==> config.mk <==
export PLATFORM = sky130hd
export DESIGN_NAME = mmio_io_ctrl
export DESIGN_NICKNAME = d
export VERILOG_FILES = /design/src/rtl/mmio_io_pkg.sv /design/src/rtl/io_debounce.sv /design/src/rtl/mmio_io_ctrl.sv
export SDC_FILE = /design/constraint.sdc
export NUM_CORES = 1
export LEC_CHECK = 0
export BUFFER_PORTS_ARGS = -buffer_cell sky130_fd_sc_hd__buf_2
export CORE_ASPECT_RATIO = 0.75
export CORE_MARGIN = 2
export CORE_UTILIZATION = 50
export CTS_CLUSTER_DIAMETER = 60
export DETAILED_ROUTE_END_ITERATION = 6
export PLACE_DENSITY = 0.75
export SLEW_MARGIN = 30
export SYNTH_ARGS = -nofsm -noshare
export SYNTH_HDL_FRONTEND = slang
export SYNTH_SLANG_ARGS = --single-unit
export TNS_END_PERCENT = 100
==> constraint.sdc <==
create_clock -name clock -period 3.6 [get_ports clock]
set_input_delay 0.72 -clock clock [delete_from_list [all_inputs] [get_ports clock]]
set_output_delay 0.72 -clock clock [all_outputs]
set_load 0.05 [all_outputs]
==> src/rtl/mmio_io_pkg.sv <==
// Shared register map constants for the MMIO I/O controller.
package mmio_io_pkg;

  localparam int NUM_REGS = 8;

  localparam logic [2:0] OFF_SW      = 3'd0;
  localparam logic [2:0] OFF_LED     = 3'd1;
  localparam logic [2:0] OFF_LED_SET = 3'd2;
  localparam logic [2:0] OFF_LED_CLR = 3'd3;
  localparam logic [2:0] OFF_BTN     = 3'd4;
  localparam logic [2:0] OFF_EDGE    = 3'd5;
  localparam logic [2:0] OFF_MASK    = 3'd6;

endpackage

==> src/rtl/io_debounce.sv <==
// Single-bit synchroniser followed by a stable-count debouncer.
module io_debounce
  import mmio_io_pkg::*;
#(
  parameter int SYNC_STAGES = 2,
  parameter int DB_CYCLES   = 250000
) (
  input  logic clock,
  input  logic reset,
  input  logic i_din,
  output logic o_stable
);

  localparam int CNT_W = $clog2(DB_CYCLES) + 1;

  logic [SYNC_STAGES-1:0] r_sync;
  logic [CNT_W-1:0]       r_cnt;
  logic                   r_stable;
  logic                   w_synced;

  assign w_synced = r_sync[SYNC_STAGES-1];
  assign o_stable = r_stable;

  // Shift the raw input through the sync chain; count how long the synced
  // value has disagreed with stable and adopt it once the count expires.
  always_ff @(posedge clock) begin
    if (!reset) begin
      r_sync   <= '0;
      r_cnt    <= '0;
      r_stable <= 1'b0;
    end else begin
      r_sync <= {r_sync[SYNC_STAGES-2:0], i_din};
      if (w_synced != r_stable) begin
        if (r_cnt == CNT_W'(DB_CYCLES - 1)) begin
          r_stable <= w_synced;
          r_cnt    <= '0;
        end else begin
          r_cnt <= r_cnt + 1'b1;
        end
      end else begin
        r_cnt <= '0;
      end
    end
  end

endmodule

==> src/rtl/mmio_io_ctrl.sv <==
// Memory-mapped switch/button/LED register block with a maskable interrupt.
module mmio_io_ctrl
  import mmio_io_pkg::*;
#(
  parameter int BASE_ADDR   = 4096,
  parameter int ADDR_W      = 32,
  parameter int DATA_W      = 32,
  parameter int SW_W        = 16,
  parameter int BTN_W       = 5,
  parameter int LED_W       = 16,
  parameter int SYNC_STAGES = 2,
  parameter int DB_CYCLES   = 250000
) (
  input  logic              clock,
  input  logic              reset,
  input  logic [ADDR_W-1:0] addr,
  input  logic              wren,
  input  logic [DATA_W-1:0] wdata,
  output logic [DATA_W-1:0] rdata,
  output logic              hit,
  input  logic [SW_W-1:0]   sw_in,
  input  logic [BTN_W-1:0]  btn_in,
  output logic [LED_W-1:0]  led_out,
  output logic              irq
);

  localparam logic [ADDR_W-1:0] BASE = ADDR_W'(BASE_ADDR);
  localparam int NIN = SW_W + BTN_W;

  logic [ADDR_W-1:0] w_off;
  logic [2:0]        w_sel;
  logic              w_hit;
  logic              w_wr;
  logic [NIN-1:0]    w_raw;
  logic [NIN-1:0]    w_db;
  logic [SW_W-1:0]   w_sw_db;
  logic [BTN_W-1:0]  w_btn_db;
  logic [BTN_W-1:0]  w_rise;
  logic [BTN_W-1:0]  w_w1c;
  logic [LED_W-1:0]  w_led_nxt;
  logic [BTN_W-1:0]  w_edge_nxt;
  logic [BTN_W-1:0]  w_mask_nxt;
  logic [DATA_W-1:0] w_rdata;
  logic              w_unused_wdata;

  logic [LED_W-1:0]  r_led;
  logic [BTN_W-1:0]  r_edge;
  logic [BTN_W-1:0]  r_mask;
  logic [BTN_W-1:0]  r_btn_q;
  logic              r_irq;

  // Decode: the subtraction wraps below BASE, so the >= test is kept explicit.
  assign w_off = addr - BASE;
  assign w_sel = w_off[2:0];
  assign w_hit = (addr >= BASE) && (w_off < ADDR_W'(NUM_REGS));
  assign w_wr  = wren && w_hit;

  // Only the low register-width bits of a write are meaningful.
  assign w_unused_wdata = ^wdata;

  // Switches occupy the low lanes, buttons the high lanes.
  assign w_raw    = {btn_in, sw_in};
  assign w_sw_db  = w_db[SW_W-1:0];
  assign w_btn_db = w_db[NIN-1:SW_W];

  for (genvar g = 0; g < NIN; g++) begin : g_in
    io_debounce #(
      .SYNC_STAGES (SYNC_STAGES),
      .DB_CYCLES   (DB_CYCLES)
    ) u_db (
      .clock    (clock),
      .reset    (reset),
      .i_din    (w_raw[g]),
      .o_stable (w_db[g])
    );
  end

  // Rising edge of the debounced button, seen in the first cycle it reads 1.
  assign w_rise = w_btn_db & ~r_btn_q;

  // Next-state for writable registers; a fresh edge overrides a same-cycle W1C.
  always_comb begin
    w_led_nxt  = r_led;
    w_mask_nxt = r_mask;
    w_w1c      = '0;
    if (w_wr) begin
      case (w_sel)
        OFF_LED:     w_led_nxt  = wdata[LED_W-1:0];
        OFF_LED_SET: w_led_nxt  = r_led | wdata[LED_W-1:0];
        OFF_LED_CLR: w_led_nxt  = r_led & ~wdata[LED_W-1:0];
        OFF_EDGE:    w_w1c      = wdata[BTN_W-1:0];
        OFF_MASK:    w_mask_nxt = wdata[BTN_W-1:0];
        default:     ;
      endcase
    end
    w_edge_nxt = (r_edge & ~w_w1c) | w_rise;
  end

  // Register state; irq looks at next-state so it tracks flags with one cycle lag.
  always_ff @(posedge clock) begin
    if (!reset) begin
      r_led   <= '0;
      r_edge  <= '0;
      r_mask  <= '0;
      r_btn_q <= '0;
      r_irq   <= 1'b0;
    end else begin
      r_led   <= w_led_nxt;
      r_edge  <= w_edge_nxt;
      r_mask  <= w_mask_nxt;
      r_btn_q <= w_btn_db;
      r_irq   <= |(w_edge_nxt & w_mask_nxt);
    end
  end

  // Read mux, zero-extended, forced to 0 off-window; write-only slots read 0.
  always_comb begin
    w_rdata = '0;
    if (w_hit) begin
      case (w_sel)
        OFF_SW:   w_rdata[SW_W-1:0]  = w_sw_db;
        OFF_LED:  w_rdata[LED_W-1:0] = r_led;
        OFF_BTN:  w_rdata[BTN_W-1:0] = w_btn_db;
        OFF_EDGE: w_rdata[BTN_W-1:0] = r_edge;
        OFF_MASK: w_rdata[BTN_W-1:0] = r_mask;
        default:  ;
      endcase
    end
  end

  assign rdata   = w_rdata;
  assign hit     = w_hit;
  assign led_out = r_led;
  assign irq     = r_irq;

endmodule
==> results of run 1 <==
[routing by layer]
metal / vias up / track usage (%) / wire length, um
li1: 8127 / - / -
met1: 7368 / 24.4 / 19400
met2: 265 / 32.3 / 19800
met3: 76 / 3.11 / 1570
met4: 0 / 6.73 / 1200
met5: - / 0 / 0
[state kept, by name, indices dropped and copies added, names as in the netlist]
signal / cells
g_in.u_db.r_cnt: 399
g_in.u_db.r_sync: 42
g_in.u_db.o_stable: 21
led_out: 16
r_btn_q: 5
r_edge: 5
r_mask: 5
irq: 1
[final cells by class]
class                   count  area share (%)
clock inverters             9           0.214
flip-flops and latches    494            42.3
multi-input cells        1755            44.5
well taps                 528            2.82
inverters                  39           0.625
repair buffers            129            3.32
diodes                      3          0.0321
clock buffers              75            6.21
[metrics by stage]
step           total power [mW]  hold WS [ns]  area (um2)  setup slack (ns)
6_report                   10.5         0.364       23400            0.0494
5_1_grt                    10.9         0.355       23400           0.00222
4_1_cts                    10.6         0.341       23400            0.0346
3_5_place_dp               5.85         0.421       21900            -0.130
3_3_place_gp               5.85         0.417       21900            -0.113
2_1_floorplan              5.78         0.412       20800            0.0268
[worst max-delay path: stages]
cell and delay, ns:
buf_2 0.11, or4_4 0.53, o21a_1 0.19, or4_1 0.42, or3_4 0.41, buf_12 0.18
nor2_4 0.07, buf_4 0.20
[logic make-up (layout without fill, tap and decap cells)]
group                      count (synthesis)  after routing
muxes                                     43             43
buffers and inverters                    111            252
and+or+nand+nor                         1186           1186
other                                      1             19
xor gates and xnor gates                 332            332
DFF                                      494            494
AOI/OAI and AO/OA                        157            157
adders and majority gates                 21             21
[what timing repair did]
action / 4_1_cts / 5_1_grt
gates resized for setup: 11 / 1
setup buffers: 0 / 0
hold endpoints to repair: 0 / 0
endpoints found under the setup margin: 11 / 1
cloned: 0 / 0
pin swaps: 0 / 0
[how the worst min path moves through the flow]
| stage | endpoint | slack [ns] | cells after the start |
|---|---|---|---|
| global route | g_in[13].u_db.r_sync[0] | 0.35 | 2 |
| global placement | g_in[11].u_db.r_sync[1] | 0.42 | 1 |
| CTS | g_in[19].u_db.r_sync[0] | 0.34 | 2 |
| floorplan | g_in[0].u_db.r_sync[1] | 0.41 | 1 |
| finish | g_in[12].u_db.r_sync[0] | 0.36 | 2 |
| detailed placement | g_in[2].u_db.r_sync[1] | 0.42 | 1 |
[cell usage in the layout, fill, tap and decap left out, drive strengths merged, types with 11 or more instances in the layout]
cell type / n
nor2b: 34
nand3b: 14
dfxtp: 494
ha: 21
nand4: 72
conb: 16
and2: 56
nor4b: 22
nor4: 22
or3: 48
nand2: 147
o21ai: 64
nand3: 157
buf: 129
a21boi: 17
xnor2: 113
nor2: 460
and4: 11
and3: 77
nor3: 46
inv: 39
a21oi: 58
xor2: 219
clkbuf: 75
mux2i: 40
[power groups by stage]
| stage | Combinational (mW) | Sequential [mW] | Clock, mW |
|---|---|---|---|
| after floorplan | 0.148 | 5.63 | 0 |
| after global placement | 0.213 | 5.63 | 0 |
| after detailed placement | 0.217 | 5.64 | 0 |
| after CTS | 0.218 | 5.51 | 4.91 |
| after global routing | 0.238 | 5.51 | 5.16 |
| final | 0.218 | 5.51 | 4.81 |
==> flow_summary_export.csv, run 1 <==
group,metric,value,unit
power,p_per_area,451,nW/um2
critical_path,r2r_cells,6,
yosys,yosys.area_share.simple,28.0,%
timing,tns,0,ns
clock_network,clk_pin_slew_worst_paths,0.06,ns
floorplan,fp.dieH,180,um
critical_path,cp.arrival,2.83,ns
timing,rsz0062_at_grt,"false",
clock_network,cts_sinks,494,
global_routing,grt_pass1_wl,69600,um
route,via_per_inst,5.22,
route,drt_iter0_drc,937,
yosys,syn_inst,2345,
cells_and_area,regArea,9890,um2
clock_network,clk_latency,0.56,ns
timing,fin_crit,3.55,ns
placed_design,gp_congestion,0.832,
hold_path,holdCritStartpoint,"sw_in[12]",
clock_network,cts_tree,"done",
placed_design,io_buffers,105,
global_routing,first_global_vias,14961,
global_routing,grt_overflow,0,
yosys,async_flop_share,0,%
route,vias,15836,
power,intPower,8.32,mW
critical_path,r2r_end,"g_in[2].u_db.r_cnt[2]",
yosys,synth_edf_count,0,
critical_path,path_class,"in2out",
clock_network,cts_hold_buf,0,
critical_path,worstPathMaxFanout,7,
critical_path,cp-endpoint,"rdata[6]",
timing,finalSetupViolCount,0,
cells_and_area,fin_cells,3032,
cells_and_area,multi_input_area,10400,um2
cells_and_area,fin_util,57.4,%
yosys,synth.area.top_cells,"dfxtp_1 (48%), xor2_1 (9.3%), nor2_1 (8.4%), xnor2_1 (4.8%), nand3_1 (3.8%)",
cells_and_area,area_growth,13.3,%
route,dr.pass1.iters,6,
power,seq_power_share,52.3,%
power,p_clk_share,45.7,%
timing,skew,0.0191,ns
clock_network,ctsRootBufferMaster,"clkbuf_16",
yosys,synth_common_cells,"dfxtp_1 (494), nor2_1 (460), xor2_1 (219), nand3_1 (157), nand2_1 (147)",
global_routing,track_usage,19.0,%
timing,maxSlewViolCount,0,
flow_run,maxCapViolations,0,
power,ir_worst_vdd,0.000311,V
yosys,synth_area,20700,um2
floorplan,coreArea,40800,um2
critical_path,critPathLaunchType,"input port",
yosys,synth.most_common_cell,"dfxtp_1",
floorplan,die_w,239,um
floorplan,rows,64,
power,p_sw_share,21.1,%
power,leakage,8.03,nW
global_routing,antenna_found_initial,3,
floorplan,die_area,43000,um2
global_routing,grt_start_max_net_pins,44,
timing,tightest_slew,0.771,ns
clock_network,clock_path_buffers,3,
power,p_sw,2.22,mW
yosys,yosysSeqAreaShare,47.9,%
yosys,synth-seq-cells,494,
critical_path,end_kind,"output pin",
clock_network,htree_levels,2,
critical_path,r2r-start,"g_in[2].u_db.r_cnt[0]",
critical_path,startpoint,"addr[12]",
clock_network,cts_buffers,46,
placed_design,dp_hpwl,29500,um
yosys,synth_mux_area_share,2.10,%
floorplan,initial_core_util,50.7,%
yosys,synth_top_family_by_area,"simple AND/OR/NAND/NOR gates",
yosys,synth.avg_cell_area,8.81,um2
timing,final_min_period_over_clock_period,98.6,%
floorplan,io_pins,138,
timing,fmax,282,MHz
run_status,status,"finished clean",
route,postRouteAntennaNets,0,
cells_and_area,final_layout_size_suffix_gt1_share,8.84,%
yosys,yosys.cell_types.count,46,
timing,slew_headroom,48.4,%
yosys,synth_warnings,0,
cells_and_area,fill_cells,3513,
hold_path,hp-class,"in2reg",
placed_design,dp_cells,2945,
power,combPwrFrac,2.1,%
route,drc,0,
yosys,synth-adder-area-share,1.27,%
timing,hold_viol,0,
critical_path,critPathRequiredTime,2.88,ns
yosys,dominantRegCellSynth,"dfxtp_1",
route,drt_wl_total,42000,um
route,wl_per_cell,13.8,um
cells_and_area,final_nets,2574,
critical_path,reg2reg_slack,1.18,ns
yosys,synth_compound_gate_area_share,4.32,%
yosys,netlist.area_leader.share,47.9,%
yosys,synthXorXnorAreaFrac,14.1,%
yosys,synth_top_area_cell,"dfxtp_1",
No activity file was read; power rests on OpenSTA's default activity.
==> run 2: changes to the inputs <==
==> constraint.sdc (replaced) <==
create_clock -name clock -period 3.6 [get_ports clock]
set_input_delay 0.18 -clock clock [delete_from_list [all_inputs] [get_ports clock]]
set_output_delay 0.18 -clock clock [all_outputs]
set_load 0.05 [all_outputs]
==> run 2 against run 1 <==
Effect of this change:
- sequential power about the same
- final area up 0.70%
- first-iteration DRC count increased by 0.11%
- utilization rose by 0.40 points
- highest routed layer unchanged
- via count is 0.86% higher
- critical endpoint is now rdata[8]
==> flow_summary_export.csv, run 2 (same netlist as run 1, synthesis figures left out) <==
group,metric,value,unit
run_status,status,"finished clean",
clock_network,cts_resized,0,
route,met1_length,19300,um
clock_network,clock_path_buffers,3,
timing,rsz0062_at_grt,"false",
clock_network,cts_sinks,494,
cells_and_area,largest_reg_flops,399,
timing,tightest_slew,0.841,ns
timing,final_min_period_over_clock_period,83.4,%
clock_network,clk_latency,0.57,ns
floorplan,die_w,239,um
route,wl_per_cell,13.4,um
global_routing,grt_overflow,0,
critical_path,cp.arrival,2.82,ns
timing,finalSetupViolCount,0,
clock_network,htree_levels,2,
critical_path,cp_slowest_cell,"or3_1",
floorplan,die_area,43000,um2
global_routing,antenna_found_initial,3,
route,top_layer_used,"met4",
cells_and_area,final_nets,2600,
power,leakage,8.13,nW
timing,slew_headroom,43.9,%
cells_and_area,largest-register,"g_in.u_db.r_cnt",
global_routing,first_global_vias,15538,
floorplan,rows,64,
cells_and_area,mostFrequentLayoutCells,"dfxtp_1 (494), nor2_1 (460), xor2_1 (219), nand3_1 (157), nand2_1 (147)",
critical_path,critPathMaxStageDelay,0.70,ns
route,dr.pass1.iters,5,
hold_path,hp-class,"in2reg",
placed_design,gp_congestion,0.827,
clock_network,clk_pin_slew_worst_paths,0.06,ns
global_routing,track_usage,18.9,%
floorplan,coreArea,40800,um2
floorplan,initial_core_util,50.7,%
global_routing,grt_start_max_net_pins,82,
cells_and_area,area_growth,14.0,%
clock_network,cts_buffers,47,
placed_design,dp_hpwl,28300,um
timing,skew,0.0158,ns
flow_run,maxCapViolations,0,
critical_path,crit_top_cell,"buf_2",
route,vias,15972,
power,p_per_area,453,nW/um2
route,via_per_inst,5.23,
critical_path,path_class,"in2out",
critical_path,end_kind,"output pin",
floorplan,fp.dieH,180,um
timing,fmax,333,MHz
timing,hold_slack,0.268,ns
critical_path,critPathLaunchType,"input port",
route,dr_wl_met2,19200,um
timing,hold_viol,0,
route,drt_wl_total,41000,um
global_routing,grt_pass1_wl,70200,um
placed_design,io_buffers,105,
cells_and_area,fin_cells,3054,
clock_network,ctsRootBufferMaster,"clkbuf_16",
critical_path,worstPathMaxFanout,11,
critical_path,critPathRequiredTime,3.42,ns
placed_design,dp_cells,2933,
critical_path,path_cells,"buf_2 -> or4_4 -> o21a_1 -> or4_1 -> or3_1 -> nor2_1 -> buf_2",
cells_and_area,fin_util,57.8,%
cells_and_area,final_common_cell,"dfxtp_1",
route,drt_iter0_drc,938,
power,ir_worst_vdd,0.000361,V
timing,tns,0,ns
timing,maxSlewViolCount,0,
timing,fin_crit,3.00,ns
clock_network,cts_tree,"done",
route,drc,0,
floorplan,io_pins,138,
cells_and_area,final_layout_size_suffix_gt1_share,7.97,%
route,wl_met3,1440,um
route,postRouteAntennaNets,0,
-- run 2: cell count changes in the layout (fill, tap and decap cells not counted), moves of 2 or more --
cell / previous run / this run
buf_4: 32 / 13
clkinvlp_4: 2 / 4
bufinv_16: 0 / 3
clkbuf_1: 13 / 6
nor2_1: 449 / 460
clkbuf_8: 13 / 9
nor2_4: 10 / 0
clkinv_2: 7 / 9
dlygate4sd3_1: 0 / 37
buf_12: 3 / 0
buf_2: 93 / 104
-- run 2: through the flow --
stage | setup slack [ns] | power (mW) | area, um2
after floorplan | 0.807 | 5.78 | 20700
after global placement | 0.469 | 5.84 | 21700
after detailed placement | 0.381 | 5.85 | 21700
after CTS | 0.576 | 10.8 | 23600
after global routing | 0.485 | 11.0 | 23600
final | 0.598 | 10.7 | 23600
-- run 2: timing repair --
| item | 4_1_cts | 5_1_grt |
|---|---|---|
| endpoints found under the hold margin | 39 | 0 |
| hold buffers | 37 | 0 |
| setup buffers | 0 | 0 |
-- run 2: power by group --
part	internal, mW	total (mW)	leakage [nW]	switching, mW
registers	5.49	5.51	3.99	0.0165
clock network	2.84	4.92	0.753	2.08
logic	0.0958	0.244	3.39	0.149
-- run 2: final cells by class --
class	instances	area, um2
inverters	39	146
clock buffers	63	1350
multi-input cells	1755	10300
repair buffers	154	988
flip-flops and latches	494	9890
fillers	3499	17200
clock inverters	18	190
diodes	3	7.51
well taps	528	661
-- run 2: metal layers --
layer	track usage, %	up-vias
li1	-	8173
met3	2.91	68
met2	32.5	241
met5	0	-
met4	6.38	0
met1	24.3	7490
-- run 2: critical path, delay by kind of cell --
| family | cells | cell delay, ns |
|---|---|---|
| AND/OR/NAND/NOR | 4 | 2.04 |
| AO/OA/AOI/OAI | 1 | 0.19 |
| buffers and inverters | 2 | 0.40 |
-- run 2: worst paths after layout --
check / from / to / slack [ns] / depth (start not counted)
max reg2reg: g_in[16].u_db.r_cnt[0] / g_in[16].u_db.r_cnt[9] / 1.30 / 6
max: addr[12] / rdata[8] / 0.60 / 7
min reg2reg: g_in[16].u_db.r_sync[0] / g_in[16].u_db.r_sync[1] / 0.43 / 1
min: reset / led_out[12] / 0.27 / 2
